[src/rtl/ifs_pkg.sv]
// Shared types and default timing constants for the CAN interframe-space controller.
package ifs_pkg;

  typedef enum logic [1:0] {
    WAIT_FRAME   = 2'd0,
    INTERMISSION = 2'd1,
    SUSPEND      = 2'd2,
    BUS_IDLE     = 2'd3
  } ifsState_e;

  localparam int DEF_INTERMISSION_LEN = 3;
  localparam int DEF_SUSPEND_LEN      = 8;
  localparam int DEF_MAX_OVERLOAD     = 2;

  function automatic int maxOf(input int a, input int b);
    return (a > b) ? a : b;
  endfunction

endpackage

[src/rtl/ifs_bit_counter.sv]
// Sample-enabled recessive-bit counter shared by intermission and suspend tracking.
module ifs_bit_counter #(
  parameter int WIDTH = 4
) (
  input  logic             clock,
  input  logic             resetN,
  input  logic             enable,
  input  logic             clear,
  input  logic             load,
  input  logic [WIDTH-1:0] loadValue,
  input  logic             increment,
  input  logic [WIDTH-1:0] termValue,
  output logic [WIDTH-1:0] count,
  output logic             atTerm
);

  // Counter register: clear beats load beats increment, all gated by the sample strobe.
  always_ff @(posedge clock or negedge resetN) begin
    if (!resetN) begin
      count <= {WIDTH{1'b0}};
    end else if (enable) begin
      if (clear) begin
        count <= {WIDTH{1'b0}};
      end else if (load) begin
        count <= loadValue;
      end else if (increment) begin
        count <= count + WIDTH'(1);
      end
    end
  end

  assign atTerm = (count == termValue);

endmodule

[src/rtl/ifs_controller.sv]
// Interframe-space FSM: intermission, suspend transmission, bus idle, overload limiting.
module ifs_controller
  import ifs_pkg::*;
#(
  parameter int INTERMISSION_LEN = DEF_INTERMISSION_LEN,
  parameter int SUSPEND_LEN      = DEF_SUSPEND_LEN,
  parameter int MAX_OVERLOAD     = DEF_MAX_OVERLOAD
) (
  input  logic clock,
  input  logic resetN,
  input  logic samplePoint,
  input  logic canRX,
  input  logic frameReady,
  input  logic endOverload,
  input  logic errorPassive,
  input  logic wasTransmitter,
  output logic isOverload,
  output logic overloadLimit,
  output logic isStart,
  output logic busIdle,
  output logic suspendActive,
  output logic txAllowed
);

  localparam int CNT_W = $clog2(maxOf(INTERMISSION_LEN, SUSPEND_LEN) + 1);
  localparam int OVL_W = $clog2(MAX_OVERLOAD + 1);
  localparam logic [CNT_W-1:0] INTER_LAST = CNT_W'(INTERMISSION_LEN - 1);
  localparam logic [CNT_W-1:0] SUSP_LAST  = CNT_W'(SUSPEND_LEN - 1);
  localparam logic [OVL_W-1:0] OVL_MAX    = OVL_W'(MAX_OVERLOAD);

  ifsState_e        state, nextState;
  logic [OVL_W-1:0] ovlCnt, nextOvlCnt;
  logic [CNT_W-1:0] bitCnt, cntLoadValue, termValue;
  logic             cntClear, cntLoad, cntInc, cntAtTerm;
  logic             forcedZero, lastBit;
  logic             overloadReq, limitReq, startReq;

  assign termValue = (state == SUSPEND) ? SUSP_LAST : INTER_LAST;

  ifs_bit_counter #(.WIDTH(CNT_W)) bitCounter (
    .clock     (clock),
    .resetN    (resetN),
    .enable    (samplePoint),
    .clear     (cntClear),
    .load      (cntLoad),
    .loadValue (cntLoadValue),
    .increment (cntInc),
    .termValue (termValue),
    .count     (bitCnt),
    .atTerm    (cntAtTerm)
  );

  // Next-state, counter control and pulse requests for the current sample.
  always_comb begin
    nextState    = state;
    nextOvlCnt   = ovlCnt;
    cntClear     = 1'b0;
    cntLoad      = 1'b0;
    cntLoadValue = {CNT_W{1'b0}};
    cntInc       = 1'b0;
    overloadReq  = 1'b0;
    limitReq     = 1'b0;
    startReq     = 1'b0;
    // After an overload delimiter, or out of WAIT_FRAME, this sample is intermission bit 0.
    forcedZero   = endOverload || (state == WAIT_FRAME);
    lastBit      = !forcedZero && (state == INTERMISSION) && cntAtTerm;
    if (!samplePoint) begin
      nextState = state;
    end else if (!frameReady) begin
      nextState = WAIT_FRAME;
      cntClear  = 1'b1;
    end else if (forcedZero || (state == INTERMISSION)) begin
      if (canRX) begin
        if (lastBit) begin
          cntClear  = 1'b1;
          nextState = (errorPassive && wasTransmitter) ? SUSPEND : BUS_IDLE;
        end else begin
          nextState    = INTERMISSION;
          cntLoad      = 1'b1;
          cntLoadValue = forcedZero ? CNT_W'(1) : bitCnt + CNT_W'(1);
        end
      end else begin
        cntClear  = 1'b1;
        nextState = WAIT_FRAME;
        if (lastBit) begin
          startReq   = 1'b1;
          nextOvlCnt = {OVL_W{1'b0}};
        end else if (ovlCnt < OVL_MAX) begin
          overloadReq = 1'b1;
          nextOvlCnt  = ovlCnt + OVL_W'(1);
        end else begin
          limitReq = 1'b1;
        end
      end
    end else begin
      case (state)
        SUSPEND: begin
          if (canRX) begin
            if (cntAtTerm) begin
              cntClear  = 1'b1;
              nextState = BUS_IDLE;
            end else begin
              cntInc = 1'b1;
            end
          end else begin
            startReq   = 1'b1;
            nextOvlCnt = {OVL_W{1'b0}};
            cntClear   = 1'b1;
            nextState  = WAIT_FRAME;
          end
        end
        BUS_IDLE: begin
          if (!canRX) begin
            startReq  = 1'b1;
            cntClear  = 1'b1;
            nextState = WAIT_FRAME;
          end else begin
            nextState = BUS_IDLE;
          end
        end
        default: begin
          cntClear  = 1'b1;
          nextState = BUS_IDLE;
        end
      endcase
    end
  end

  // State, overload count and registered outputs; a pulse high last clock is forced low.
  always_ff @(posedge clock or negedge resetN) begin
    if (!resetN) begin
      state         <= BUS_IDLE;
      ovlCnt        <= {OVL_W{1'b0}};
      busIdle       <= 1'b1;
      suspendActive <= 1'b0;
      isOverload    <= 1'b0;
      overloadLimit <= 1'b0;
      isStart       <= 1'b0;
    end else begin
      state         <= nextState;
      ovlCnt        <= (nextState == BUS_IDLE) ? {OVL_W{1'b0}} : nextOvlCnt;
      busIdle       <= (nextState == BUS_IDLE);
      suspendActive <= (nextState == SUSPEND);
      isOverload    <= overloadReq && !isOverload;
      overloadLimit <= limitReq && !overloadLimit;
      isStart       <= startReq && !isStart;
    end
  end

  assign txAllowed = busIdle;

endmodule

[config.mk]
export PLATFORM = sky130hd
export DESIGN_NAME = ifs_controller
export DESIGN_NICKNAME = d
export VERILOG_FILES = /design/src/rtl/ifs_pkg.sv /design/src/rtl/ifs_bit_counter.sv /design/src/rtl/ifs_controller.sv
export SDC_FILE = /design/constraint.sdc
export NUM_CORES = 1
export LEC_CHECK = 0
export ABC_AREA = 1
export BUFFER_PORTS_ARGS = -buffer_cell sky130_fd_sc_hd__buf_2
export CAP_MARGIN = 20
export CORE_MARGIN = 3
export CORE_UTILIZATION = 40
export DETAILED_ROUTE_END_ITERATION = 7
export GPL_ROUTABILITY_DRIVEN = 0
export GPL_TIMING_DRIVEN = 0
export PLACE_DENSITY_LB_ADDON = 0.1
export SLEW_MARGIN = 5
export SYNTH_ARGS = -nofsm -noshare
export SYNTH_HDL_FRONTEND = slang
export SYNTH_SLANG_ARGS = --single-unit
[constraint.sdc]
create_clock -name clock -period 1.8 [get_ports clock]
set_input_delay 0.36 -clock clock [delete_from_list [all_inputs] [get_ports clock]]
set_output_delay 0.36 -clock clock [all_outputs]
set_load 0.02 [all_outputs]
# Word-level counts from Yosys, hierarchy flattened

Index checks and enable logic that the tools add are counted.

Bits of input ports: 8
Logic and storage cells: 105
Flip-flop bits (word level): 13

Magnitude comparators: 1
Reduce and logical (&&, ||, !) cells: 20
Muxes and demuxes: 65
$add $sub $neg: 2
Equality and inequality tests: 9

Operator list:

| operator              | count |
|---|---|
| $mux W1               | 37 |
| $mux W2               | 17 |
| $mux W4               | 8 |
| $eq A2 B2 Y1 const B  | 4 |
| $logic_and A1 B1 Y1   | 6 |
| $reduce_and A6 Y1     | 1 |
| $reduce_bool A3 Y1    | 2 |
| $add A4 B1 Y4 const B | 1 |
| $eq A4 B3 Y1          | 1 |
| $logic_not A1 Y1      | 4 |
| $ne A4 B2 Y1 const B  | 1 |
| $pmux W2 S2           | 1 |
| $reduce_bool A2 Y1    | 2 |
| $mux W3               | 1 |
| $ne A3 B2 Y1 const B  | 1 |
| $ne A3 B3 Y1 const B  | 1 |
| $add A2 B1 Y2 const B | 1 |
| $eq A2 B1 Y1 const B  | 1 |
| $logic_not A2 Y1      | 1 |
| $logic_or A1 B1 Y1    | 2 |
| $lt A2 B2 Y1 const B  | 1 |
| $pmux W1 S2           | 1 |
| $reduce_and A2 Y1     | 1 |
| $reduce_or A2 Y1      | 1 |

# Longest topological paths before layout

Word-level depth: 13
Mapped depth: 11
Depth with buffers taken out: 11

# Hierarchy

A second synthesis with hierarchy kept.

Cells, all modules: 135
Area total of the unflattened synthesis: 962.2 µm²

Modules (own cells, without submodules):

| module          | area each (µm²) | times used | sequential area each (µm²) | cells an instance |
|---|---|---|---|---|
| ifs_controller  | 640.6           | 1          | 229.0                      | 85 |
| ifs_bit_counter | 321.6           | 1          | 100.1                      | 50 |

# Worst setup path before layout

OpenSTA, ideal clock, no wires.

Kind: reg-to-reg
From: register state[0]
To: register bitCounter.count[2]
Required time: 1.681 ns
Arrival time: 1.281 ns
Setup slack: 0.400 ns
Stages on the path, launching flop included: 10
Setup time: 0.119 ns
Path through: dfstp_2 inv_1 nor3_1 nand3_2 nand2_2 nand2_2 nand3_4 nand3_1 nand2_1 nor2_1

Cells in the longest elaborated chain, start to end: 12

Ends and longest elaborated chain:

| what                                                  | RTL line              | RTL |
|---|---|---|
| start, declared                                       | ifs_controller.sv:31  | `ifsState_e state, nextState;` |
| start signal, assigned                                | ifs_controller.sv:140 | `state <= nextState;` |
| branches (longest 12 deep; another with $eq A4 B3 Y1) | --                    |  |
| end signal, assigned                                  | ifs_bit_counter.sv:23 | `count <= {WIDTH{1'b0}};` |
| end signal, assigned                                  | ifs_bit_counter.sv:25 | `count <= loadValue;` |
| end signal, assigned                                  | ifs_bit_counter.sv:27 | `count <= count + WIDTH'(1);` |
| end, declared                                         | ifs_bit_counter.sv:13 | `output logic [WIDTH-1:0] count,` |

Parallel ways; which one is timed is not known.
A chain may end at the register's enable or synchronous reset.

# Worst setup path after layout

From: register state[1]
To: register ovlCnt[0]

Cells in the longest elaborated chain, start to end: 13

Ends and longest elaborated chain:

| what                                                  | RTL line              | RTL |
|---|---|---|
| branches (longest 9 deep; another with $eq A4 B3 Y1)  | --                    |  |
| $mux W2 *                                             | ifs_controller.sv:67  | `if (!samplePoint) begin` |
| named net nextState[1]                                | ifs_controller.sv:31  |  |
| $eq A2 B2 Y1 *                                        | ifs_controller.sv:141 | `ovlCnt <= (nextState == BUS_IDLE) ? {OVL_W{1'b0}} : nextOvlCnt;` |
| $ne A4 B2 Y1 (no source line) (tied with other cells) | --                    |  |
| $reduce_and A6 Y1 (no source line)                    | --                    |  |
| end signal, assigned                                  | ifs_controller.sv:133 | `ovlCnt <= {OVL_W{1'b0}};` |
| end signal, assigned                                  | ifs_controller.sv:141 |  |
| end, declared                                         | ifs_controller.sv:32  | `logic [OVL_W-1:0] ovlCnt, nextOvlCnt;` |

Mark *: on every way through the listed nets, which the timed path passes. The select of a mux whose other input is x is not followed.

==> flow_summary.toml <==
[timing]
slew_headroom = 0.808
fin_crit_sh = 0.859
tns_ns = 0
worst_slew_pin_slew_ns = 0.288
fin_worst_skew_ns = 0.00590
fin_crit_ns = 1.55
finalSetupViolCount = 0
fmax_ghz = 0.646
drv_slew = 0
finalHoldViolCount = 0
whs_ns = 0.369
rsz0062_at_grt = "no"

[cells_and_area]
utilization = 0.507
finalNetCount = 125
drive_above_1_share = 0.313
antenna_cells = 0
synthToLayoutAreaGrowth_pct = 17.6

[floorplanning]
io_pins = 14
initial_core_util = 0.431
core-area_um2 = 1750
die_area_um2 = 2440
die_x_um = 49.4
rows = 15
die_y_um = 49.4

[power_and_ir_drop]
p_total_w = 0.000621
power_density_nw_per_um2 = 702
p_leak_nw = 0.454
ir_drop_mv = 0.616
clock_power_share = 0.288
swShare = 0.278
internal-power_w = 0.000448
switching_power_w = 0.000173
p_seq_frac = 0.542
combPwrFrac = 0.170

[critical_path]
crit_start = "state[1]$_DFF_PN1_"
path_class = "reg2reg"
start_kind = "register"
critPathCaptureType = "register"
cp_cell_sequence = "inv_2 -> nor2_1 -> nand2_1 -> nand2_1 -> nand3_2 -> nand2_2 -> nand2_2 -> o21ai_2 -> a21oi_1"
reg2reg_to = "ovlCnt[0]$_DFFE_PN0P_"
cp.required_ns = 1.96
r2r_slack_ns = 0.25
critPathCapture = "ovlCnt[0]$_DFFE_PN0P_"
reg2reg_depth = 9
slowest_delay_ns = 0.59
timing.rr.start = "state[1]$_DFF_PN1_"
cp_max_fo = 6
slowest_stage = "dfstp_2"
cp.arrival_ns = 1.71

[cts]
clk_pin_slew_ns = 0.08
cts_root_buf = "clkbuf_4"
h-tree-depth = 1
clock_latency_ns = 0.27
cts_buffer_depth = 2
postCtsSetupBuffers = 0
clock_sinks = 13
cts_buffers = 3
cts_tree = "built"

[synthesis]
synthCells = 97
yosys_warnings = 0
ys.flop_type = "dfrtp_1"
mappedNetlistArea_um2 = 752
yosysSeqAreaShare = 0.438
synth_seq_cells = 13
synth_nets = 106
netlist_top_cells_count = "nand2_1, nor2_1, inv_1"
yosys-top-cells-area = "dfrtp_1, nand2_1, dfstp_2"
yosysTopAreaCellShare = 0.333
async_reset_ff_frac = 1.00
synth_top_area_cell = "dfrtp_1"
avgSynthCellArea_um2 = 7.75
synth_edf_count = 0
yosysMostFrequentCell = "nand2_1"
yosys.cell_types.count = 23

[grt]
grt_max_degree = 14
first_global_vias = 641
grt_antenna_before_repair = 0
grt_usage = 0.139
grt_overflow = 0
grt_pass1_wl_um = 2610

[routing]
vias = 663
ant_nets = 0
drtIter0Drc = 7
routed_via_density = 4.74
drt_wl_total_um = 1420
first_pass_iters = 4
drc = 0
routedWlPerCell_um = 10.2

[run_status]
status = "finished clean"

[place]
dp_hpwl_um = 1150
numPortBuffers = 13

[hold_path]
min_path_type = "in2reg"

[run]
cap_violations = 0
==> kinds of logic after synthesis <==
family | share of synthesized area
compound gates | 0.103
fa+ha+maj | 0.0166
buf+inv | 0.0799
flops | 0.438
simple gates | 0.363
==> power by group through the flow <==
stage | sequential, W | clock [W] | combinational [W]
floorplan | 0.000340 | 0 | 0.0000729
global placement | 0.000342 | 0 | 0.000104
global route | 0.000341 | 0.000203 | 0.000125
detailed placement | 0.000341 | 0 | 0.000106
CTS | 0.000336 | 0.000187 | 0.000107
finish | 0.000336 | 0.000179 | 0.000106
==> timing repair <==
action,in CTS,in global routing
resized for setup,0,0
hold endpoints to repair,10,0
hold buffers,1,0
==> sequential cells by signal, summed over array words and instances, names as in the netlist <==
register and count:
overloadLimit 1, suspendActive 1, state 2, bitCounter.count 4, isOverload 1, busIdle 1, ovlCnt 2, isStart 1
==> critical path, delay by kind of cell (launching register included) <==
kind	cells	cell delay (ns)
buffers and inverters	1	0.05
and+or+nand+nor	6	0.58
AOI/OAI and AO/OA	2	0.22
DFF	1	0.59
==> metrics by stage <==
stage | worst slack, ns | instances | cell area [um^2]
after detailed placement | 0.252 | 135 | 848
after floorplan | 0.400 | 97 | 752
final | 0.253 | 140 | 885
after global placement | 0.255 | 135 | 848
after global routing | 0.0902 | 140 | 885
after CTS | 0.233 | 140 | 885
==> metal layers <==
layer	vias up	part of all wire	track usage
li1	347	-	-
met5	-	0	0
met3	5	0.031	0.0367
met2	11	0.43	0.217
met4	0	0.022	0.0616
met1	300	0.51	0.180
==> layout by cell type, fill, tap and decap left out <==
cell type,instances
nand3_2,2
nor2_1,12
inv_2,3
nor4_1,2
nor2_2,1
dfrtp_1,10
o21ai_2,1
or2_2,1
a31oi_1,1
o21ai_1,2
clkbuf_4,3
nand3_4,1
a21oi_1,6
ha_1,1
buf_4,1
buf_2,13
nand2_2,5
inv_1,11
nand3_1,6
dlygate4sd3_1,1
o21ai_0,2
nor3_1,1
nand2_1,23
nor3b_2,1
dfstp_2,3
o211ai_2,1
clkbuf_1,1
==> how the worst min path moves through the flow <==
stage	endpoint	slack, ns	from	depth (start not counted)
final	state[1]$_DFF_PN1_	0.37	samplePoint	2
after global routing	state[1]$_DFF_PN1_	0.39	samplePoint	2
after CTS	state[1]$_DFF_PN1_	0.36	samplePoint	2
after detailed placement	suspendActive$_DFF_PN0_	0.26	resetN	1
after global placement	suspendActive$_DFF_PN0_	0.26	resetN	1
after floorplan	bitCounter.count[0]$_DFFE_PN0P_	0.06	resetN	0
==> cell type report <==
| class | count | area [um^2] |
|---|---|---|
| sequential | 13 | 329 |
| multi-input combinational | 69 | 363 |
| inverter | 14 | 52.6 |
| clock buffer | 4 | 26.3 |
| timing repair buffer | 14 | 75.1 |
| fill | 184 | 861 |
| buffer | 1 | 7.51 |
| tap | 25 | 31.3 |
(Power assumes the default switching activity.)
